--- src/rtl/vreg_lane_loader.sv ---
// Vector register file write-side loader: accepts a (base, count) load command,
// gathers 16-bit lanes over valid/ready and writes one assembled vector per register.
module vreg_lane_loader #(
    parameter int LANE_W = 16,
    parameter int LANES  = 8,
    parameter int ADDR_W = 4
) (
    input  logic                    clk,
    input  logic                    rst,
    input  logic                    cmd_valid,
    output logic                    cmd_ready,
    input  logic [ADDR_W-1:0]       cmd_rd,
    input  logic [ADDR_W-1:0]       cmd_len,
    input  logic                    lane_valid,
    output logic                    lane_ready,
    input  logic [LANE_W-1:0]       lane_data,
    input  logic                    abort,
    output logic                    we3,
    output logic [ADDR_W-1:0]       ra3,
    output logic [LANE_W*LANES-1:0] wd3,
    output logic                    busy,
    output logic                    done,
    output logic                    err
);

    localparam int VEC_W = LANE_W * LANES;
    localparam int IDX_W = (LANES > 1) ? $clog2(LANES) : 1;
    localparam logic [IDX_W-1:0]  LAST_IDX = IDX_W'(LANES - 1);
    localparam logic [ADDR_W-1:0] LAST_REG = ADDR_W'((2 ** ADDR_W) - 1);
    localparam logic [ADDR_W:0]   MAX_WR   = (ADDR_W + 1)'((2 ** ADDR_W) - 2);

    typedef enum logic [1:0] {
        ST_IDLE  = 2'd0,
        ST_FILL  = 2'd1,
        ST_WRITE = 2'd2
    } state_t;

    state_t              state_q, state_d;
    logic [ADDR_W-1:0]   cur_q, cur_d;
    logic [ADDR_W-1:0]   rem_q, rem_d;
    logic [IDX_W-1:0]    idx_q, idx_d;
    logic [VEC_W-1:0]    buf_q, buf_d;
    logic                we3_q, we3_d;
    logic [ADDR_W-1:0]   ra3_q, ra3_d;
    logic [VEC_W-1:0]    wd3_q, wd3_d;
    logic                done_q, done_d;
    logic                err_q, err_d;
    logic [ADDR_W:0]     end_reg_s;

    // Last register touched by the command, widened so an overflow cannot wrap.
    assign end_reg_s = {1'b0, cmd_rd} + {1'b0, cmd_len} - {{ADDR_W{1'b0}}, 1'b1};

    assign cmd_ready  = (state_q == ST_IDLE);
    assign lane_ready = (state_q == ST_FILL);
    assign busy       = (state_q != ST_IDLE);
    assign we3        = we3_q;
    assign ra3        = ra3_q;
    assign wd3        = wd3_q;
    assign done       = done_q;
    assign err        = err_q;

    // State register and registered write-port/status outputs.
    always_ff @(posedge clk or posedge rst) begin
        if (rst) begin
            state_q <= ST_IDLE;
            cur_q   <= {ADDR_W{1'b0}};
            rem_q   <= {ADDR_W{1'b0}};
            idx_q   <= {IDX_W{1'b0}};
            buf_q   <= {VEC_W{1'b0}};
            we3_q   <= 1'b0;
            ra3_q   <= {ADDR_W{1'b0}};
            wd3_q   <= {VEC_W{1'b0}};
            done_q  <= 1'b0;
            err_q   <= 1'b0;
        end else begin
            state_q <= state_d;
            cur_q   <= cur_d;
            rem_q   <= rem_d;
            idx_q   <= idx_d;
            buf_q   <= buf_d;
            we3_q   <= we3_d;
            ra3_q   <= ra3_d;
            wd3_q   <= wd3_d;
            done_q  <= done_d;
            err_q   <= err_d;
        end
    end

    // Next-state and output decode; ra3/wd3 hold between writes.
    always_comb begin
        state_d = state_q;
        cur_d   = cur_q;
        rem_d   = rem_q;
        idx_d   = idx_q;
        buf_d   = buf_q;
        we3_d   = 1'b0;
        ra3_d   = ra3_q;
        wd3_d   = wd3_q;
        done_d  = 1'b0;
        err_d   = 1'b0;

        case (state_q)
            ST_IDLE: begin
                if (cmd_valid) begin
                    if (cmd_len == {ADDR_W{1'b0}}) begin
                        done_d = 1'b1;
                    end else if ((cmd_rd == LAST_REG) || (end_reg_s > MAX_WR)) begin
                        err_d = 1'b1;
                    end else begin
                        cur_d   = cmd_rd;
                        rem_d   = cmd_len;
                        idx_d   = {IDX_W{1'b0}};
                        state_d = ST_FILL;
                    end
                end else begin
                    state_d = ST_IDLE;
                end
            end

            ST_FILL: begin
                // Abort takes priority over a coincident lane, which is dropped.
                if (abort) begin
                    err_d   = 1'b1;
                    idx_d   = {IDX_W{1'b0}};
                    state_d = ST_IDLE;
                end else if (lane_valid) begin
                    buf_d[idx_q*LANE_W +: LANE_W] = lane_data;
                    if (idx_q == LAST_IDX) begin
                        wd3_d   = buf_d;
                        ra3_d   = cur_q;
                        we3_d   = 1'b1;
                        idx_d   = {IDX_W{1'b0}};
                        state_d = ST_WRITE;
                    end else begin
                        idx_d = idx_q + {{(IDX_W-1){1'b0}}, 1'b1};
                    end
                end else begin
                    idx_d = idx_q;
                end
            end

            ST_WRITE: begin
                if (abort) begin
                    err_d   = 1'b1;
                    state_d = ST_IDLE;
                end else if (rem_q == {{(ADDR_W-1){1'b0}}, 1'b1}) begin
                    done_d  = 1'b1;
                    state_d = ST_IDLE;
                end else begin
                    cur_d   = cur_q + {{(ADDR_W-1){1'b0}}, 1'b1};
                    rem_d   = rem_q - {{(ADDR_W-1){1'b0}}, 1'b1};
                    idx_d   = {IDX_W{1'b0}};
                    state_d = ST_FILL;
                end
            end

            default: begin
                state_d = ST_IDLE;
            end
        endcase
    end

endmodule

--- config.mk ---
export PLATFORM = sky130hd
export DESIGN_NAME = vreg_lane_loader
export DESIGN_NICKNAME = d
export VERILOG_FILES = /design/src/rtl/vreg_lane_loader.sv
export SDC_FILE = /design/constraint.sdc
export NUM_CORES = 1
export LEC_CHECK = 0
export ABC_AREA = 1
export CAP_MARGIN = 5
export CORE_AREA = 2 2 160 162
export CTS_BUF_LIST = sky130_fd_sc_hd__clkbuf_16
export CTS_CLUSTER_DIAMETER = 100
export CTS_CLUSTER_SIZE = 14
export DETAILED_ROUTE_END_ITERATION = 6
export DIE_AREA = 0 0 162 164
export PLACE_DENSITY_LB_ADDON = 0.2
export SLEW_MARGIN = 40
export SYNTH_ARGS = -nofsm -noshare
export SYNTH_HDL_FRONTEND = slang
export SYNTH_SLANG_ARGS = --single-unit
--- constraint.sdc ---
create_clock -name clk -period 9.65 [get_ports clk]
set_input_delay 1.93 -clock clk [delete_from_list [all_inputs] [get_ports clk]]
set_output_delay 1.93 -clock clk [all_outputs]
set_load 0.1 [all_outputs]
# Word level (Yosys, flattened, before mapping)

Cells that the tools add are included.

Flip-flop bits (word level): 276
Input bits: 29
Word-level logic and storage cells: 91

Add/subtract/negate cells: 6
$lt $le $gt $ge: 1
Eq/ne operators: 14
Shift-type cells: 2
Mux-type cells: 45
Bitwise operators: 1
Reductions and logical operators: 12

Operator list:

| operator                                                | count |
|---|---|
| bitwise mux 128 bit                                     | 1 |
| variable shift 16 x 34 -> 128 bit, first input constant | 1 |
| indexed part select 16 x 34 -> 128 bit                  | 1 |
| 2-to-1 mux 4 bit                                        | 10 |
| negator 7 -> 34 bit                                     | 1 |
| 2-to-1 mux 3 bit                                        | 8 |
| case mux 4 bit (2 select lines)                         | 2 |
| 2-to-1 mux 1 bit                                        | 14 |
| 2-to-1 mux 2 bit                                        | 6 |
| != test 2 bit, second input constant                    | 5 |
| case mux 3 bit (3 select lines)                         | 1 |
| AND reduction 4 bit                                     | 2 |
| AND reduction 7 bit                                     | 1 |
| != test 3 bit, second input constant                    | 2 |
| case mux 2 bit (3 select lines)                         | 1 |
| AND reduction 6 bit                                     | 1 |
| adder 4 x 4 -> 5 bit                                    | 1 |
| > comparator 5 x 4 -> 1 bit, second input constant      | 1 |
| subtractor 5 x 1 -> 5 bit, second input constant        | 1 |
| adder 4 x 1 -> 4 bit, second input constant             | 1 |
| == test 4 x 1 -> 1 bit, second input constant           | 1 |
| == test 4 bit, second input constant                    | 1 |
| zero test 4 bit                                         | 1 |
| case mux 1 bit (2 select lines)                         | 2 |
| other kinds (14)                                        | 15 |

# Depth between registers and ports, before layout

Word-level depth: 8
Mapped depth: 14
Mapped depth without buffers: 14

# Least setup slack after synthesis

OpenSTA, ideal clock, no wires.

Path kind: reg-to-output
From: reg state_q[0]
To: out busy
Arrival: 2060 ps
Path slack: 5660 ps
Cell stages (with the launch flop): 4
Cell sequence: dfrtp_1 > inv_1 > ha_1 > inv_1

Cells in the longest elaborated chain, start to end: 1

RTL lines:

| item                   | line | source |
|---|---|---|
| start, declared        | 38   | `state_t state_q, state_d;` |
| start signal, assigned | 76   | `state_q <= state_d;` |
| nonzero test 2 bit     | 55   | `assign busy = (state_q != ST_IDLE);` |
| end, declared          | 21   | `output logic busy,` |

Every way passes these cells.

# Worst setup path in the final report

From: in abort
To: reg wd3_q[95] (netlist: wd3[95])

Cells in the longest elaborated chain, start to end: 2

RTL lines:

| item                                 | line | source |
|---|---|---|
| start, declared                      | 17   | `input logic abort,` |
| inverter 1 bit (no source line)      | --   |  |
| AND reduction 4 bit (no source line) | --   |  |
| end signal, assigned                 | 72   | `wd3_q <= {VEC_W{1'b0}};` |
| end signal, assigned                 | 83   | `wd3_q <= wd3_d;` |
| end, declared                        | 45   | `logic [VEC_W-1:0] wd3_q, wd3_d;` |

Every way passes these cells.
A chain may end at the register's enable or synchronous reset.

==> metrics.txt <==
status=finished, final reports clean; synthesized flop and latch total=276; placed cell areas=13290 µm²; antenna cell count=0; nets=1597; Die Area=26570 µm²; Crit path arrival time=roughly 5 ns; FF+latch area=6908 µm²; Slew HR=around 50%; DR vias=9900; most numerous cell in the Yosys netlist=nand2_1; dpl hpwl=approximately 20 mm; # H-tree levels=1; CP max FO=113; Worst path depth=8; Tcrit/Tclk final=a little under half; PostCTS Resize Cnt=0; post-synth top area cell=dfrtp_1; FMAX=~220 MHz; clk_skew=approximately 0.015 ns; minimum clock period=4.575 ns; crit path kind=in -> reg; Initial Utilization=49.42%; CP dominant cell by count=nor2_4; CP max stage cell=clkdlybuf4s50_1; area of the multi-input gates=4621 µm²; dpl ws=4.500 ns; drt initial violations=957; GRT overflow=0; CTS tree=yes; Fin. Hold Viols=0; sequential area share after synthesis=56.31%; DIE WIDTH=162 µm; Chip Height=164 µm; CTS Hold Bufs=0; static leakage=7.006 nW; Post-CTS Setup Bufs=0; post-synthesis cell area=12270 µm²; fin. max-slew vios=0; cells on worst reg2reg path=10; unrepaired setup endpoints after global routing=no; Async SR Flop Fraction=100.0%; design area=13910 µm²; largest net degree at the start of global routing=around 130; CP max stage delay=0.61 ns; IO Pins=167; filler cell count=between 2000 and 2500; Setup Viol. Count Final=0; Critical Path End Type=register; DR WL/cell=16.35 µm; startpoint class of the critical path=input pin; root buffer selected by CTS=clkbuf_16; CTS Sinks=276; Power, Total=3.218 mW; Tot GR Track Use=between 20% and 30%; Via density=5.269; CTS Buf Count=23; fin worst setup slack=5.075 ns; Worst-path clk slew=0.06 ns; core area=24820 µm²; Synthesized Nets=1485; Synth cell types=28; Residual DRC=0; post-synthesis cell count=~1400; HP Class=reg -> reg; Area contributors post-synth=dfrtp_1, nand2_1, o21ai_0; Port-buffer cells=166; antenna violations before repair=0; number of enable flip-flop cells after synthesis=0; Total Wirelength=30.73 mm; area grow syn2layout=13.38%; clock buffer depth=3; number of max-cap violations=0; vias in the first global route=slightly above 9000; top_reg_cell synth=dfrtp_1; crit path cell chain=clkdlybuf4s50_1 -> nor2_4 -> nand2_8 -> nor2_4 -> buf_4 -> inv_6 -> buf_6 -> o21ai_0; share of layout cells above drive strength 1=12.59%; Syn Area/Cell=8.536 µm²; worst-skew pair later-pin latency=0.51 ns; gp weighted congestion=0.8635; pwr dens=231.4 nW/µm²; Crit path buffers/inverters=4; Synth top cells by count=nand2_1, dfrtp_1, o21ai_0; remaining antenna violation count=0; row cnt=58; area share of the largest cell type after synthesis=56.31%; cell family with most CP delay=buffers and inverters; hold path depth=2; WP data required=10.01 ns; yosys warns=0; Worst Tran Pin Value=0.7576 ns; Worst VDD drop=about 0.23 mV; first-pass GRT wire length=49.25 mm; drt first pass iters=5; Setup Total Neg Slack=0 ns
## stage by stage
stage               instances  hold WS, ns  util, %
floorplan                1437       0.4419        -
global placement         1854       0.4591    56.22
detailed placement       1854       0.4614    53.54
CTS                      1879       0.4781    56.01
global route             1879       0.5004    56.03
finish                   1879       0.4707    56.03
## cell type report
type	count	share of cell area (%)
multi-input cells	999	33.23
repair buffers	175	7.575
inverters	74	2.141
flip-flops and latches	276	49.67
clock inverters	2	0.2789
well taps	330	2.969
clock buffers	23	4.139
## worst paths after layout
kind                       startpoint  slack, ns          to
setup reg to reg           state_q[1]       6.30     wd3[95]
min in group asynchronous         rst       1.99     wd3[98]
setup / recovery                abort       5.08     wd3[95]
max in group asynchronous         rst       6.46  buf_q[121]
hold reg to reg              wd3[101]       0.47    wd3[101]
hold / removal               wd3[101]       0.47    wd3[101]
## per-layer routing
layer,wire (µm),vias up,global-route usage (%)
met1,14630,4703,35.86
met3,1958,49,3.258
met2,13350,273,34.91
met4,788,0,6.275
li1,-,4875,-
met5,0,-,0
## sequential cells by signal, summed over array words and instances (netlist names), 2 cells and up
register,cells
buf_q,128
cur_q,4
idx_q,3
ra3,4
rem_q,4
state_q,2
wd3,128
## worst reg2reg max path, stage by stage, from the launching register on
cell and delay, ns:
dfrtp_1 0.40, inv_1 0.08, ha_1 0.20, inv_1 0.15
nor2_4 0.08, nand2_8 0.45, nor2_4 0.05, buf_4 0.29
inv_6 0.62, buf_6 0.60, o21ai_0 0.29
## layout by cell type, fill, tap and decap left out
cell type / netlist / layout
nand2_1: 521 / 521
inv_1: 69 / 68
nand3_1: 31 / 30
nand2_2: 2 / 1
fa_1: 1 / 1
nor2_4: 6 / 7
dfrtp_1: 276 / 275
buf_4: 6 / 5
xnor2_1: 1 / 1
inv_6: 0 / 2
xor2_1: 1 / 1
or2_2: 1 / 1
dfrtp_2: 0 / 1
inv_4: 1 / 1
nand2_8: 0 / 1
a21oi_1: 40 / 40
o22ai_1: 2 / 2
o211ai_1: 30 / 30
inv_2: 4 / 3
o21ai_0: 171 / 171
nand3_2: 2 / 3
ha_1: 18 / 18
buf_2: 45 / 138
nor2_2: 3 / 3
clkbuf_16: 0 / 23
nor3_1: 1 / 1
nor2_1: 43 / 42
o21ai_1: 118 / 118
clkdlybuf4s50_1: 0 / 28
inv_12: 0 / 1
bufinv_16: 0 / 1
nand3b_1: 1 / 1
nand4_1: 6 / 6
buf_6: 10 / 4
## cells by family (layout without fill, tap and decap cells)
logic type / Yosys count / after routing / synth area share [%]
and+or+nand+nor: 617 / 617 / 19.95
AOI/OAI and AO/OA: 361 / 361 / 15.36
DFF: 276 / 276 / 56.31
buffers and inverters: 162 / 274 / 6.233
adders and majority gates: 19 / 19 / 1.999
xor gates and xnor gates: 2 / 2 / 0.1428
## where the power goes
group | leakage (nW) | switching, mW | internal [mW]
clock | 0.302 | 0.392 | 0.449
combinational | 2.95 | 0.652 | 0.252
sequential | 3.75 | 0.119 | 1.35
total | 7.01 | 1.16 | 2.05
No activity file was read; power rests on OpenSTA's default activity.
